--- src/rtl/ddr3_arb_pkg.sv ---
// Shared constants and types for the DDR3 round-robin arbiter.
// Command encodings match the DDR3 IP user interface.
package ddr3_arb_pkg;

  localparam int ADDR_W_DEF = 29;
  localparam int DATA_W_DEF = 256;
  localparam int MASK_W_DEF = 32;
  localparam int REQ_ID_W   = 1;

  localparam logic [2:0] CMD_WRITE = 3'b000;
  localparam logic [2:0] CMD_READ  = 3'b001;

  typedef logic [REQ_ID_W-1:0] req_id_t;

endpackage

--- src/rtl/ddr3_arb_tag_fifo.sv ---
// Owner-tag FIFO: remembers which requester issued each read.
// Push when full and pop when empty are ignored.
module ddr3_arb_tag_fifo
  import ddr3_arb_pkg::*;
#(
  parameter int DEPTH = 16,
  localparam int PW = $clog2(DEPTH),
  localparam int CW = PW + 1
) (
  input  logic          clk,
  input  logic          rst_n,
  input  logic          push_i,
  input  req_id_t       din_i,
  input  logic          pop_i,
  output req_id_t       dout_o,
  output logic [CW-1:0] count_o,
  output logic          full_o,
  output logic          empty_o
);

  req_id_t       mem_q [DEPTH];
  logic [PW-1:0] wr_ptr_q, wr_ptr_d;
  logic [PW-1:0] rd_ptr_q, rd_ptr_d;
  logic [CW-1:0] cnt_q, cnt_d;
  logic          push_ok, pop_ok;

  assign full_o  = (cnt_q == CW'(DEPTH));
  assign empty_o = (cnt_q == '0);
  assign count_o = cnt_q;
  assign dout_o  = mem_q[rd_ptr_q];

  // Qualify requests and advance pointers / occupancy
  always_comb begin
    push_ok  = push_i & ~full_o;
    pop_ok   = pop_i & ~empty_o;
    wr_ptr_d = push_ok ? wr_ptr_q + PW'(1) : wr_ptr_q;
    rd_ptr_d = pop_ok ? rd_ptr_q + PW'(1) : rd_ptr_q;
    cnt_d    = cnt_q;
    unique case ({push_ok, pop_ok})
      2'b10:   cnt_d = cnt_q + CW'(1);
      2'b01:   cnt_d = cnt_q - CW'(1);
      default: cnt_d = cnt_q;
    endcase
  end

  // Pointer and count registers
  always_ff @(posedge clk or negedge rst_n) begin
    if (!rst_n) begin
      wr_ptr_q <= '0;
      rd_ptr_q <= '0;
      cnt_q    <= '0;
    end else begin
      wr_ptr_q <= wr_ptr_d;
      rd_ptr_q <= rd_ptr_d;
      cnt_q    <= cnt_d;
    end
  end

  // Tag storage; contents are only meaningful below the count
  always_ff @(posedge clk) begin
    if (push_ok) mem_q[wr_ptr_q] <= din_i;
  end

endmodule

--- src/rtl/ddr3_rr_arbiter.sv ---
// Two-requester round-robin arbiter in front of the DDR3 IP UI.
// Zero-latency issue; read data routed back by owner tag.
module ddr3_rr_arbiter
  import ddr3_arb_pkg::*;
#(
  parameter int ADDR_WIDTH = ADDR_W_DEF,
  parameter int DATA_WIDTH = DATA_W_DEF,
  parameter int MASK_WIDTH = MASK_W_DEF,
  parameter int TAG_DEPTH  = 16,
  localparam int CW = $clog2(TAG_DEPTH) + 1
) (
  input  logic                  clk,
  input  logic                  rst_n,
  input  logic                  init_calib_complete,
  input  logic                  m0_req,
  input  logic                  m0_we,
  input  logic [ADDR_WIDTH-1:0] m0_addr,
  input  logic [DATA_WIDTH-1:0] m0_wdata,
  input  logic [MASK_WIDTH-1:0] m0_wmask,
  output logic                  m0_ack,
  output logic                  m0_rd_valid,
  output logic [DATA_WIDTH-1:0] m0_rd_data,
  input  logic                  m1_req,
  input  logic                  m1_we,
  input  logic [ADDR_WIDTH-1:0] m1_addr,
  input  logic [DATA_WIDTH-1:0] m1_wdata,
  input  logic [MASK_WIDTH-1:0] m1_wmask,
  output logic                  m1_ack,
  output logic                  m1_rd_valid,
  output logic [DATA_WIDTH-1:0] m1_rd_data,
  output logic                  cmd_en,
  output logic [2:0]            cmd,
  output logic [ADDR_WIDTH-1:0] addr,
  input  logic                  cmd_ready,
  output logic                  wr_data_en,
  output logic [DATA_WIDTH-1:0] wr_data,
  output logic [MASK_WIDTH-1:0] wr_data_mask,
  output logic                  wr_data_end,
  input  logic                  wr_data_rdy,
  input  logic [DATA_WIDTH-1:0] rd_data,
  input  logic                  rd_data_valid,
  output logic [CW-1:0]         rd_outstanding,
  output logic                  tag_err
);

  logic prio_q, prio_d;
  logic elig0_c, elig1_c, gnt0_c, gnt1_c;
  logic issue_c, src_we_c, push_c, pop_c;
  logic full_c, empty_c;
  req_id_t tag_c;
  logic m0v_q, m0v_d, m1v_q, m1v_d;
  logic [DATA_WIDTH-1:0] m0d_q, m0d_d, m1d_q, m1d_d;
  logic tag_err_q, tag_err_d;

  ddr3_arb_tag_fifo #(
    .DEPTH (TAG_DEPTH)
  ) u_tags (
    .clk     (clk),
    .rst_n   (rst_n),
    .push_i  (push_c),
    .din_i   (req_id_t'(gnt1_c)),
    .pop_i   (pop_c),
    .dout_o  (tag_c),
    .count_o (rd_outstanding),
    .full_o  (full_c),
    .empty_o (empty_c)
  );

  // Eligibility and priority-ordered grant; reset masks all grants
  always_comb begin
    elig0_c = rst_n & init_calib_complete & cmd_ready & m0_req
            & (m0_we ? wr_data_rdy : ~full_c);
    elig1_c = rst_n & init_calib_complete & cmd_ready & m1_req
            & (m1_we ? wr_data_rdy : ~full_c);
    gnt0_c  = elig0_c & (~prio_q | ~elig1_c);
    gnt1_c  = elig1_c & (prio_q | ~elig0_c);
  end

  // Downstream command/data mux; idle cycles show m0's fields
  always_comb begin
    issue_c      = gnt0_c | gnt1_c;
    src_we_c     = gnt1_c ? m1_we : m0_we;
    push_c       = issue_c & ~src_we_c;
    m0_ack       = gnt0_c;
    m1_ack       = gnt1_c;
    cmd_en       = issue_c;
    cmd          = src_we_c ? CMD_WRITE : CMD_READ;
    addr         = gnt1_c ? m1_addr : m0_addr;
    wr_data      = gnt1_c ? m1_wdata : m0_wdata;
    wr_data_mask = gnt1_c ? m1_wmask : m0_wmask;
    wr_data_en   = issue_c & src_we_c;
    wr_data_end  = issue_c & src_we_c;
  end

  // Next priority, read-return routing and tag error
  always_comb begin
    prio_d    = issue_c ? ~gnt1_c : prio_q;
    pop_c     = rd_data_valid & ~empty_c;
    m0v_d     = pop_c & (tag_c == req_id_t'(0));
    m1v_d     = pop_c & (tag_c == req_id_t'(1));
    m0d_d     = m0v_d ? rd_data : m0d_q;
    m1d_d     = m1v_d ? rd_data : m1d_q;
    tag_err_d = tag_err_q | (rd_data_valid & empty_c);
  end

  // State registers
  always_ff @(posedge clk or negedge rst_n) begin
    if (!rst_n) begin
      prio_q    <= 1'b0;
      m0v_q     <= 1'b0;
      m1v_q     <= 1'b0;
      m0d_q     <= '0;
      m1d_q     <= '0;
      tag_err_q <= 1'b0;
    end else begin
      prio_q    <= prio_d;
      m0v_q     <= m0v_d;
      m1v_q     <= m1v_d;
      m0d_q     <= m0d_d;
      m1d_q     <= m1d_d;
      tag_err_q <= tag_err_d;
    end
  end

  assign m0_rd_valid = m0v_q;
  assign m1_rd_valid = m1v_q;
  assign m0_rd_data  = m0d_q;
  assign m1_rd_data  = m1d_q;
  assign tag_err     = tag_err_q;

endmodule

--- config.mk ---
export PLATFORM = sky130hd
export DESIGN_NAME = ddr3_rr_arbiter
export DESIGN_NICKNAME = d
export VERILOG_FILES = /design/src/rtl/ddr3_arb_pkg.sv /design/src/rtl/ddr3_arb_tag_fifo.sv /design/src/rtl/ddr3_rr_arbiter.sv
export SDC_FILE = /design/constraint.sdc
export NUM_CORES = 1
export LEC_CHECK = 0
export ABC_CLOCK_PERIOD_IN_PS = 3700
export CORE_AREA = 5 5 668 670
export DETAILED_ROUTE_END_ITERATION = 7
export DIE_AREA = 0 0 673 675
export GPL_ROUTABILITY_DRIVEN = 1
export HOLD_SLACK_MARGIN = 0.02
export PLACE_DENSITY = 0.3
export SYNTH_ARGS = -nofsm -noshare
export SYNTH_HDL_FRONTEND = slang
export SYNTH_SLANG_ARGS = --single-unit
--- constraint.sdc ---
create_clock -name clk -period 3.7 [get_ports clk]
set_input_delay 1.11 -clock clk [delete_from_list [all_inputs] [get_ports clk]]
set_output_delay 1.11 -clock clk [all_outputs]
set_load 0.05 [all_outputs]
== Word-level counts from Yosys, hierarchy flattened ==
Memory sizes are Yosys's and may differ from the RTL's.
Cells that the tools add are included.

* Register bits after elaboration: 529
* Memory bits (writable): 16
* Output and inout bits: 845
* Memories: 1

{| class="wikitable"
|+ Memories
! memory !! depth !! bits a word !! read ports !! clocked after memory_dff !! write ports !! line !! source
|-
| u_tags.mem_q || 16 || 1 || 1 || 0 || 1 || ddr3_arb_tag_fifo.sv:21 || <nowiki>req_id_t mem_q [DEPTH];</nowiki>
|}

* Add/sub/neg operators: 4
* Eq/ne operators: 3
* Mux-type cells: 10
* Bitwise gates (word level): 28
* Reduce and logical (&&, ||, !) cells: 2

{| class="wikitable"
|+ Operators with widths
! cell !! count
|-
| $mux 256 || 1
|-
| $mux 32 || 1
|-
| $mux 29 || 1
|-
| $and 1x1->1 || 16
|-
| $pmux 5 s2 || 1
|-
| $add 4x1->4 const B || 2
|-
| $not 1->1 || 8
|-
| $mux 1 || 6
|-
| $add 5x1->5 const B || 1
|-
| $eq 5x5->1 const B || 1
|-
| $logic_not 5->1 || 1
|-
| $sub 5x1->5 const B || 1
|-
| $or 1x1->1 || 4
|-
| $eq 2x1->1 const B || 1
|-
| $eq 2x2->1 const B || 1
|-
| $reduce_bool 2->1 || 1
|}

== Logic depth before layout (Yosys ltp) ==
Gate-level depths: netlist (run 1).

* Word-level depth: 13
* Depth in mapped cells: 15
* Depth with buffers taken out: 13

== By module ==
Synthesis (run 1) repeated with hierarchy kept, for this count alone.

* Cell total of the unflattened synthesis: 2135
* Area total of the unflattened synthesis: 24633.6 sq um

{| class="wikitable"
|+ By module, submodules not included
! module !! instances !! cells each !! area each (sq um) !! seq. area each (sq um)
|-
| ddr3_rr_arbiter || 1 || 2011 || 23132.2 || 12912.4
|-
| ddr3_arb_tag_fifo || 1 || 124 || 1501.4 || 805.8
|}

== Worst setup path after synthesis (run 1) ==
OpenSTA, ideal clock, no wires.

* Path type: register to output
* Start point: reg u_tags.cnt_q[1], in the netlist u_tags.count_o[1]
* End point: out wr_data_end
* Arrival: 4049 ps
* Path slack: -1459 ps
* Cell stages (with the launch flop): 9
* Buffers on the path: 3
* Cells stage by stage: dfrtp_1 > buf_6 > or4_4 > or3_4 > a211oi_4 > buf_6 > mux2i_1 > a21oi_1 > buf_4

* Cells in the longest elaborated chain, start to end: 9

{| class="wikitable"
|+ Ends and longest elaborated chain
! item !! line !! source
|-
| from (decl) || ddr3_arb_tag_fifo.sv:24 || <nowiki>logic [CW-1:0] cnt_q, cnt_d;</nowiki>
|-
| from (signal assigned) || ddr3_arb_tag_fifo.sv:55 || <nowiki>cnt_q <= cnt_d;</nowiki>
|-
| $eq 5x5->1 * || ddr3_arb_tag_fifo.sv:27 || <nowiki>assign full_o = (cnt_q == CW'(DEPTH));</nowiki>
|-
| $not 1->1 * || ddr3_rr_arbiter.sv:72, ddr3_rr_arbiter.sv:74 ||
|-
| $mux 1, on equally long branches || ddr3_rr_arbiter.sv:74, ddr3_rr_arbiter.sv:72 ||
|-
| $and 1x1->1, on equally long branches || ddr3_rr_arbiter.sv:74, ddr3_rr_arbiter.sv:72 ||
|-
| $not 1->1, on equally long branches || ddr3_rr_arbiter.sv:75, ddr3_rr_arbiter.sv:76 ||
|-
| $or 1x1->1, on equally long branches || ddr3_rr_arbiter.sv:75, ddr3_rr_arbiter.sv:76 ||
|-
| $and 1x1->1, on equally long branches || ddr3_rr_arbiter.sv:75, ddr3_rr_arbiter.sv:76 ||
|-
| $or 1x1->1 / $mux 1 (equally long branches) || ddr3_rr_arbiter.sv:81, ddr3_rr_arbiter.sv:82 ||
|-
| $and 1x1->1 * || - ||
|-
| to (decl) || ddr3_rr_arbiter.sv:38 || <nowiki>output logic wr_data_end,</nowiki>
|}

Every way passes the cells marked *; elsewhere a longest branch is shown, timed or not.

== Worst setup path after layout (run 1) ==
* Start point: reg u_tags.cnt_q[2], in the netlist u_tags.count_o[2]
* End point: out wr_data_mask[10]

* Cells in the longest elaborated chain, start to end: 8

{| class="wikitable"
|+ Ends and longest elaborated chain
! item !! line !! source
|-
| $eq 5x5->1 * || ddr3_arb_tag_fifo.sv:27 ||
|-
| $not 1->1 * || ddr3_rr_arbiter.sv:72, ddr3_rr_arbiter.sv:74 ||
|-
| $mux 1 || ddr3_rr_arbiter.sv:72 || <nowiki>& (m0_we ? wr_data_rdy : ~full_c);</nowiki>
|-
| $and 1x1->1 || ddr3_rr_arbiter.sv:72 ||
|-
| $not 1->1 || ddr3_rr_arbiter.sv:76 || <nowiki>gnt1_c = elig1_c & (prio_q | ~elig0_c);</nowiki>
|-
| $or 1x1->1 || ddr3_rr_arbiter.sv:76 ||
|-
| $and 1x1->1 * || ddr3_rr_arbiter.sv:76 ||
|-
| $mux 32 * || ddr3_rr_arbiter.sv:90 || <nowiki>wr_data_mask = gnt1_c ? m1_wmask : m0_wmask;</nowiki>
|-
| to (decl) || ddr3_rr_arbiter.sv:37 || <nowiki>output logic [MASK_WIDTH-1:0] wr_data_mask,</nowiki>
|}

Marked as above.

==> summary.md, run 1 <==
| Metric | Value |
|---|---|
| Status | finished, violations left |
| Violated checks | negative setup slack |
| P&R area growth vs syn | 122% |
| DRC violations left | 0 |
| Largest net degree at the start of global routing | 144 |
| Register area share after synthesis | 52.7% |
| Sinks on Clock Net | 545 |
| Leak | 21.9 nW |
| Number of buffers created by CTS | 84 |
| Drt first pass iters | 4 |
| Clock-pin slew on the worst setup and hold paths | 60 ps |
| Slowest stage cell, crit path | or4_4 |
| Vias per inst | 2.47 |
| Initial antenna violation count | 242 |
| Rel. slew slack | 24.0% |
| GR Util All Layers | 13.9% |
| Vias in the first global route | 24600 |
| Port bufs | 1742 |
| Critical Path End Type | output pin |
| Commonest non-fill, non-tap cell in the layout | clkdlybuf4s50_1 |
| Fin util | 13.1% |
| Hold crit path type | input pin to async pin |
| CP max stage delay | 640 ps |
| Post-synth EDFFs | 16 |
| Synthesis Warnings | 0 |
| DRT antenna net count | 0 |
| WS Path Type | flip-flop to output pin |
| Final Cycle Share | 131% |
| TritonCTS clock tree | built |
| Synth Flop Type | dfrtp_1 |
| Area after DPL | 53900 um^2 |
| Total gr overflow | 0 |
| Final instance area | 57700 um^2 |
| CP Launch Type | flip-flop |
| Detail Placement HPWL | 296000 um |
| Synthesized cell area | 26000 um^2 |
| Ys async rst share | 97.1% |
| Worst setup margin | -1140 ps |
| Gr busiest metal | met2 |
| Hold Fails Final Rpt | 0 |
| Max IR drop VDD | 0.463 mV |
| Final setup viols | 323 |
| Maxcap violations | 0 |
| CP Data Required Time | 2590 ps |
| Most frequent cells in the layout | clkdlybuf4s50_1, dfrtp_1, mux2_2 |
| Final Hold Slack | 326 ps |
| Rows | 244 |
| Synth area leaders | dfrtp_1, mux2_2, mux2_4 |
| Clock Latency Late Sink | 780 ps |
| GRT met1 Usage | 15.6% |
| Synth Register Bits | 545 |
| Pwr/cell area | 850 nW/um^2 |
| F_max | 207 MHz |
| Root Driver | clkbuf_16 |
| I/O pin count | 1745 |
| Most used cell, CP | buf_12 |
| Global-route wire length before repair | 387000 um |
| Core ar. | 440000 um^2 |
| Minimum clock period | 4840 ps |
| Die W | 673 um |
| Synth Instances | 1593 |
| GPL Wtd Cong | 0.949 |
| Die area | 454000 um^2 |
| Slew Limit Fails | 0 |
| Least-Margin Pin Slew | 1140 ps |
| Final wirelength | 330000 um |
| Depth of the CTS H-tree | 3 |
| Share of the synthesized area in the top cell type | 50.8% |
| Avg Inst Size Synth | 16.3 um^2 |
| Die height | 675 um |
| Maximum net fanout on the critical path | 14 |
| Initial DRC count | 1037 |
| Skew final | 37.8 ps |
| Critical path data arrival time | 3730 ps |
| Tot Pwr | 49.1 mW |
| Layout cells sized above 1 | 42.4% |
| RSZ-0062 raised after global routing | true |
| Via count | 23700 |
| M2 GR Usage | 25.1% |
| GR Layer Usage met3 | 5.28% |
| CTS Buffer Depth | 4 |
| Post-synth top area cell | dfrtp_1 |
| Netlist cell types | 47 |
| Initial Util | 5.92% |
| Cell chain of the critical path | or4_4 > or3_4 > a211oi_4 > buf_6 > buf_12 > buf_12 > buf_12 > mux2_4 > buf_12 |
| Wire length per cell | 34.4 um |
| Fin nets | 4477 |
area by class of cell:
| cell class | instances | area [um^2] |
|---|---|---|
| clock buffer | 114 | 2300 |
| fill | 49400 | 382000 |
| tap | 5904 | 7390 |
| clock inverter | 26 | 365 |
| inverter | 8 | 35.0 |
| timing repair buffer | 1987 | 22400 |
| sequential | 545 | 13700 |
| multi-input combinational | 942 | 11400 |
| antenna | 53 | 133 |
report_power, final:
group,internal [mW],switching (mW)
clock,4.89,3.19
sequential,9.05,1.70
combinational,11.1,19.2
cell families after synthesis:
logic type / after synthesis / synth area share [%]
AND/OR/NAND/NOR: 59 / 1.26
multiplexers: 838 / 40.6
adder cells (fa/ha/maj): 9 / 0.432
XOR/XNOR: 12 / 0.404
AO/OA/AOI/OAI: 22 / 0.601
other: 1 / 0.0144
flip-flops: 545 / 52.7
buffers and inverters: 107 / 3.97
synth_stat cells, types with 4 or more instances:
library cell and count:
o21ai_0 4, ha_1 9, mux2_4 300, xor2_1 6
nand2_1 12, and3_1 17, xnor2_1 6, nor2_1 9
clkbuf_1 11, a21oi_1 6, buf_2 49, mux2_2 516
edfxtp_1 16, inv_1 7, nor2b_1 4, dfrtp_1 529
mux2_1 18, buf_12 33
final timing paths:
kind | from | endpoint | slack (ps) | depth (start not counted)
max | u_tags.count_o[2] | wr_data_mask[10] | -1140 | 9
min | rst_n | prio_q | 330 | 2
max reg2reg | u_tags.count_o[2] | u_tags.count_o[4] | 430 | 15
min reg2reg | tag_err | tag_err | 480 | 1
max in group asynchronous | rst_n | m0_rd_data[185] | 1080 | 4
min in group clk | tag_err | tag_err | 480 | 1
state kept, by name, indices dropped and copies added (netlist names), 4 cells and up:
register,flops
u_tags.rd_ptr_q,4
u_tags.mem_q,16
m1_rd_data,256
m0_rd_data,256
u_tags.count_o,5
u_tags.wr_ptr_q,4
per-layer routing:
layer | routed length [um] | up-vias
met3 | 27900 | 447
met1 | 126000 | 12100
met5 | 633 | -
met2 | 168000 | 1284
met4 | 6700 | 102
li1 | - | 9802
what timing repair did:
action	in CTS	in global routing
setup buffers	12	13
hold buffers	0	0
pin swaps	2	7
cloned	8	3
setup endpoints to repair	324	324
resized for setup	67	80
worst max-delay path: cells and delay by family, from the launching register on:
| family | cells | cell delay, ps |
|---|---|---|
| DFF | 1 | 400 |
| and+or+nand+nor | 2 | 1020 |
| buffers and inverters | 5 | 850 |
| muxes | 1 | 340 |
| AOI/OAI and AO/OA | 1 | 240 |
metrics by stage:
| step | setup WS [ps] | std cells | TNS [ps] |
|---|---|---|---|
| after floorplan | -501 | 1594 | -61760 |
| after global placement | -1660 | 9353 | -492370 |
| after detailed placement | -1600 | 9353 | -466440 |
| after CTS | -1300 | 9513 | -385590 |
| after global routing | -1290 | 9554 | -383570 |
| final | -1140 | 9579 | -334650 |
Note: power is estimated with default switching activity, not from simulation.
==> inputs of run 2 (changes only) <==
--- a/config.mk
+++ b/config.mk
@@ -6,6 +6,7 @@
 export NUM_CORES = 1
 export LEC_CHECK = 0
 export ABC_CLOCK_PERIOD_IN_PS = 3700
+export CAP_MARGIN = 10
 export CORE_AREA = 5 5 668 670
 export DETAILED_ROUTE_END_ITERATION = 7
 export DIE_AREA = 0 0 673 675
==> run 2 against run 1 <==
The flow still finishes with violations (negative setup slack). Via count hardly changed. Sequential power hardly changed. Total power hardly changed. Global-route usage stayed put. Clock-buffer cell count stayed put. Sequential share of layout area hardly changed. First-iteration DRC count is 0.77% higher. Register-to-register slack hardly changed. Wire length hardly changed. Clock skew is 1.6 ps higher.
==> summary.md, run 2 (synthesis results as in run 1) <==
| Metric | Value |
|---|---|
| Minimum clock period | 4840 ps (+0.870 ps) |
| Critical path data arrival time | 3730 ps (about the same) |
| Most frequent cells in the layout | clkdlybuf4s50_1, dfrtp_1, mux2_2 |
| Crit. Startpoint | u_tags.count_o[2] |
| GR Util All Layers | 13.9% (unchanged) |
| Final Cycle Share | 131% (about the same) |
| P&R area growth vs syn | 122% (about the same) |
| Cell chain of the critical path | or4_4 > or3_4 > a211oi_4 > buf_6 > buf_12 > buf_12 > buf_12 > mux2_4 > buf_12 |
| Die height | 675 um (unchanged) |
| Clock Latency Late Sink | 780 ps (about the same) |
| DRC violations left | 0 (unchanged) |
| Multi-input logic area | 11400 um^2 (unchanged) |
| Reg2reg end | u_tags.count_o[4] |
| Port bufs | 1742 (unchanged) |
| Final wirelength | 330000 um (about the same) |
| Worst setup margin | -1140 ps (-0.870 ps) |
| Detail Placement HPWL | 296000 um (unchanged) |
| RSZ-0062 raised after global routing | true |
| Vias per inst | 2.47 (about the same) |
| CP Data Required Time | 2590 ps (about the same) |
| Critical Path End Type | output pin |
| Worst path bufs/invs | 5 (unchanged) |
| Most used cell, CP | buf_12 |
| Placed instance count | 9353 (unchanged) |
| Crit path to | wr_data_mask[10] |
| Fin util | 13.1% (about the same) |
| DP Worst Slack | -1600 ps (unchanged) |
| Maxcap violations | 0 (unchanged) |
| Initial antenna violation count | 242 (unchanged) |
| WS Path Type | flip-flop to output pin |
| Hold Fails Final Rpt | 0 (unchanged) |
| Fin nets | 4478 (+0.022%) |
| TritonCTS clock tree | built |
| Vias in the first global route | 24600 (unchanged) |
| Leak | 21.9 nW (about the same) |
| Drt first pass iters | 5 (+1) |
| Finished Layout Cells | 9581 (+0.021%) |
| Core ar. | 440000 um^2 (unchanged) |
| Status | finished, violations left |
| F_max | 206 MHz (about the same) |
| Final setup viols | 323 (unchanged) |
| Reg2reg start | u_tags.count_o[2] |
| WP depth | 9 (unchanged) |
| Pwr/cell area | 850 nW/um^2 (about the same) |
| Register area | 13700 um^2 (unchanged) |
| Initial DRC count | 1045 (+0.77%) |
| Largest net degree at the start of global routing | 144 (unchanged) |
| Final Hold Slack | 323 ps (-2.44 ps) |
| GPL Wtd Cong | 0.949 (unchanged) |
| Die area | 454000 um^2 (unchanged) |
| Via count | 23700 (-0.013%) |
| DRT antenna net count | 0 (unchanged) |
| Number of buffers created by CTS | 84 (unchanged) |
| Slew Limit Fails | 0 (unchanged) |
| Global-route wire length before repair | 387000 um (unchanged) |
| Rows | 244 (unchanged) |
| Root Driver | clkbuf_16 |
| Sinks on Clock Net | 545 (unchanged) |
| Rel. slew slack | 39.1% (+15 points) |
| I/O pin count | 1745 (unchanged) |
| Crit-path leading delay family | simple AND/OR/NAND/NOR gates |
| Die W | 673 um (unchanged) |
| CP Launch Type | flip-flop |
| Layout cells sized above 1 | 42.4% (about the same) |
| Hold crit path type | input pin to async pin |
| GRT met1 Usage | 15.6% (unchanged) |
| Hold-fix buffers, CTS | 0 (unchanged) |
| Total gr overflow | 0 (unchanged) |
| Worst r2r path cells | 15 (unchanged) |
| Violated checks | negative setup slack |
| Max IR drop VDD | 0.463 mV (about the same) |
| Wire length per cell | 34.4 um (about the same) |
| CP max stage delay | 640 ps (about the same) |
| Least-Margin Pin Slew | 914 ps (-227 ps) |
| Depth of the CTS H-tree | 3 (unchanged) |
| Flop2flop setup slack | 430 ps (about the same) |
| GR Layer Usage met3 | 5.28% (unchanged) |
| Initial Util | 5.92% (unchanged) |
| Slowest stage cell, crit path | or4_4 |
| Commonest non-fill, non-tap cell in the layout | clkdlybuf4s50_1 |
| CTS Buffer Depth | 4 (unchanged) |
| Maximum net fanout on the critical path | 14 (unchanged) |
| Skew final | 39.5 ps (+1.64 ps) |
| M2 GR Usage | 25.1% (unchanged) |
| Layout fillers | 49400 (-0.0041%) |
| Clock-pin slew on the worst setup and hold paths | 60 ps (about the same) |
| Gr busiest metal | met2 |
[run 2: changes by cell type in the layout (fill, tap and decap cells not counted)]
cell and change:
buf_16 +1, diode_2 +1
[run 2: worst min-delay path by stage]
stage,start,endpoint,slack (ps)
2_1_floorplan,u_tags.rd_ptr_q[3],u_tags.rd_ptr_q[3],460
5_1_grt,rst_n,prio_q,260
3_3_place_gp,tag_err,tag_err,460
6_report,rst_n,prio_q,320
4_1_cts,rst_n,prio_q,220
3_5_place_dp,tag_err,tag_err,470
[run 2: per-layer routing]
layer	wire [um]	up-vias
met5	633	-
met4	6670	102
met3	28800	445
met2	168000	1293
met1	126000	12000
li1	-	9805
[run 2: area by class of cell]
type | instances | share of cell area, %
Inverter | 8 | 0.0606
Clock buffer | 114 | 3.99
Timing Repair Buffer | 1988 | 38.8
Sequential cell | 545 | 23.8
Multi-Input combinational cell | 942 | 19.8
Tap cell | 5904 | 12.8
Antenna cell | 54 | 0.234
Clock inverter | 26 | 0.632
[run 2: through the flow]
stage / instance area (um^2) / total power, mW / TNS, ps
global route: 57700 / 51.1 / -383570
CTS: 57200 / 50.3 / -385590
detailed placement: 53900 / 41.7 / -466440
finish: 57800 / 49.1 / -334730
global placement: 53900 / 41.6 / -492370
floorplan: 26100 / 27.8 / -61760
[run 2: worst reg2reg max path: stages (launching register included)]
cell	delay, ps
dfrtp_2	400
or4_4	640
buf_4	200
buf_8	110
buf_4	160
o21ai_2	150
inv_1	100
ha_4	180
buf_4	130
ha_1	280
buf_4	150
o21ai_1	70
a31oi_1	110
nor2_2	200
buf_6	170
xnor2_1	130
[run 2: where the power goes]
| part | internal (mW) | total (mW) | switching [mW] | leakage [nW] |
|---|---|---|---|---|
| sequential | 9.05 | 10.8 | 1.70 | 6.36 |
| combinational | 11.1 | 30.2 | 19.2 | 14.3 |
| clock | 4.89 | 8.08 | 3.19 | 1.31 |
| total | 25.0 | 49.1 | 24.0 | 21.9 |
[run 2: timing repair]
| action | 4_1_cts | 5_1_grt |
|---|---|---|
| resized for setup | 67 | 80 |
| buffers inserted | 12 | 13 |
| setup endpoints to repair | 324 | 324 |
| cloned | 8 | 3 |
| pin swaps | 2 | 7 |
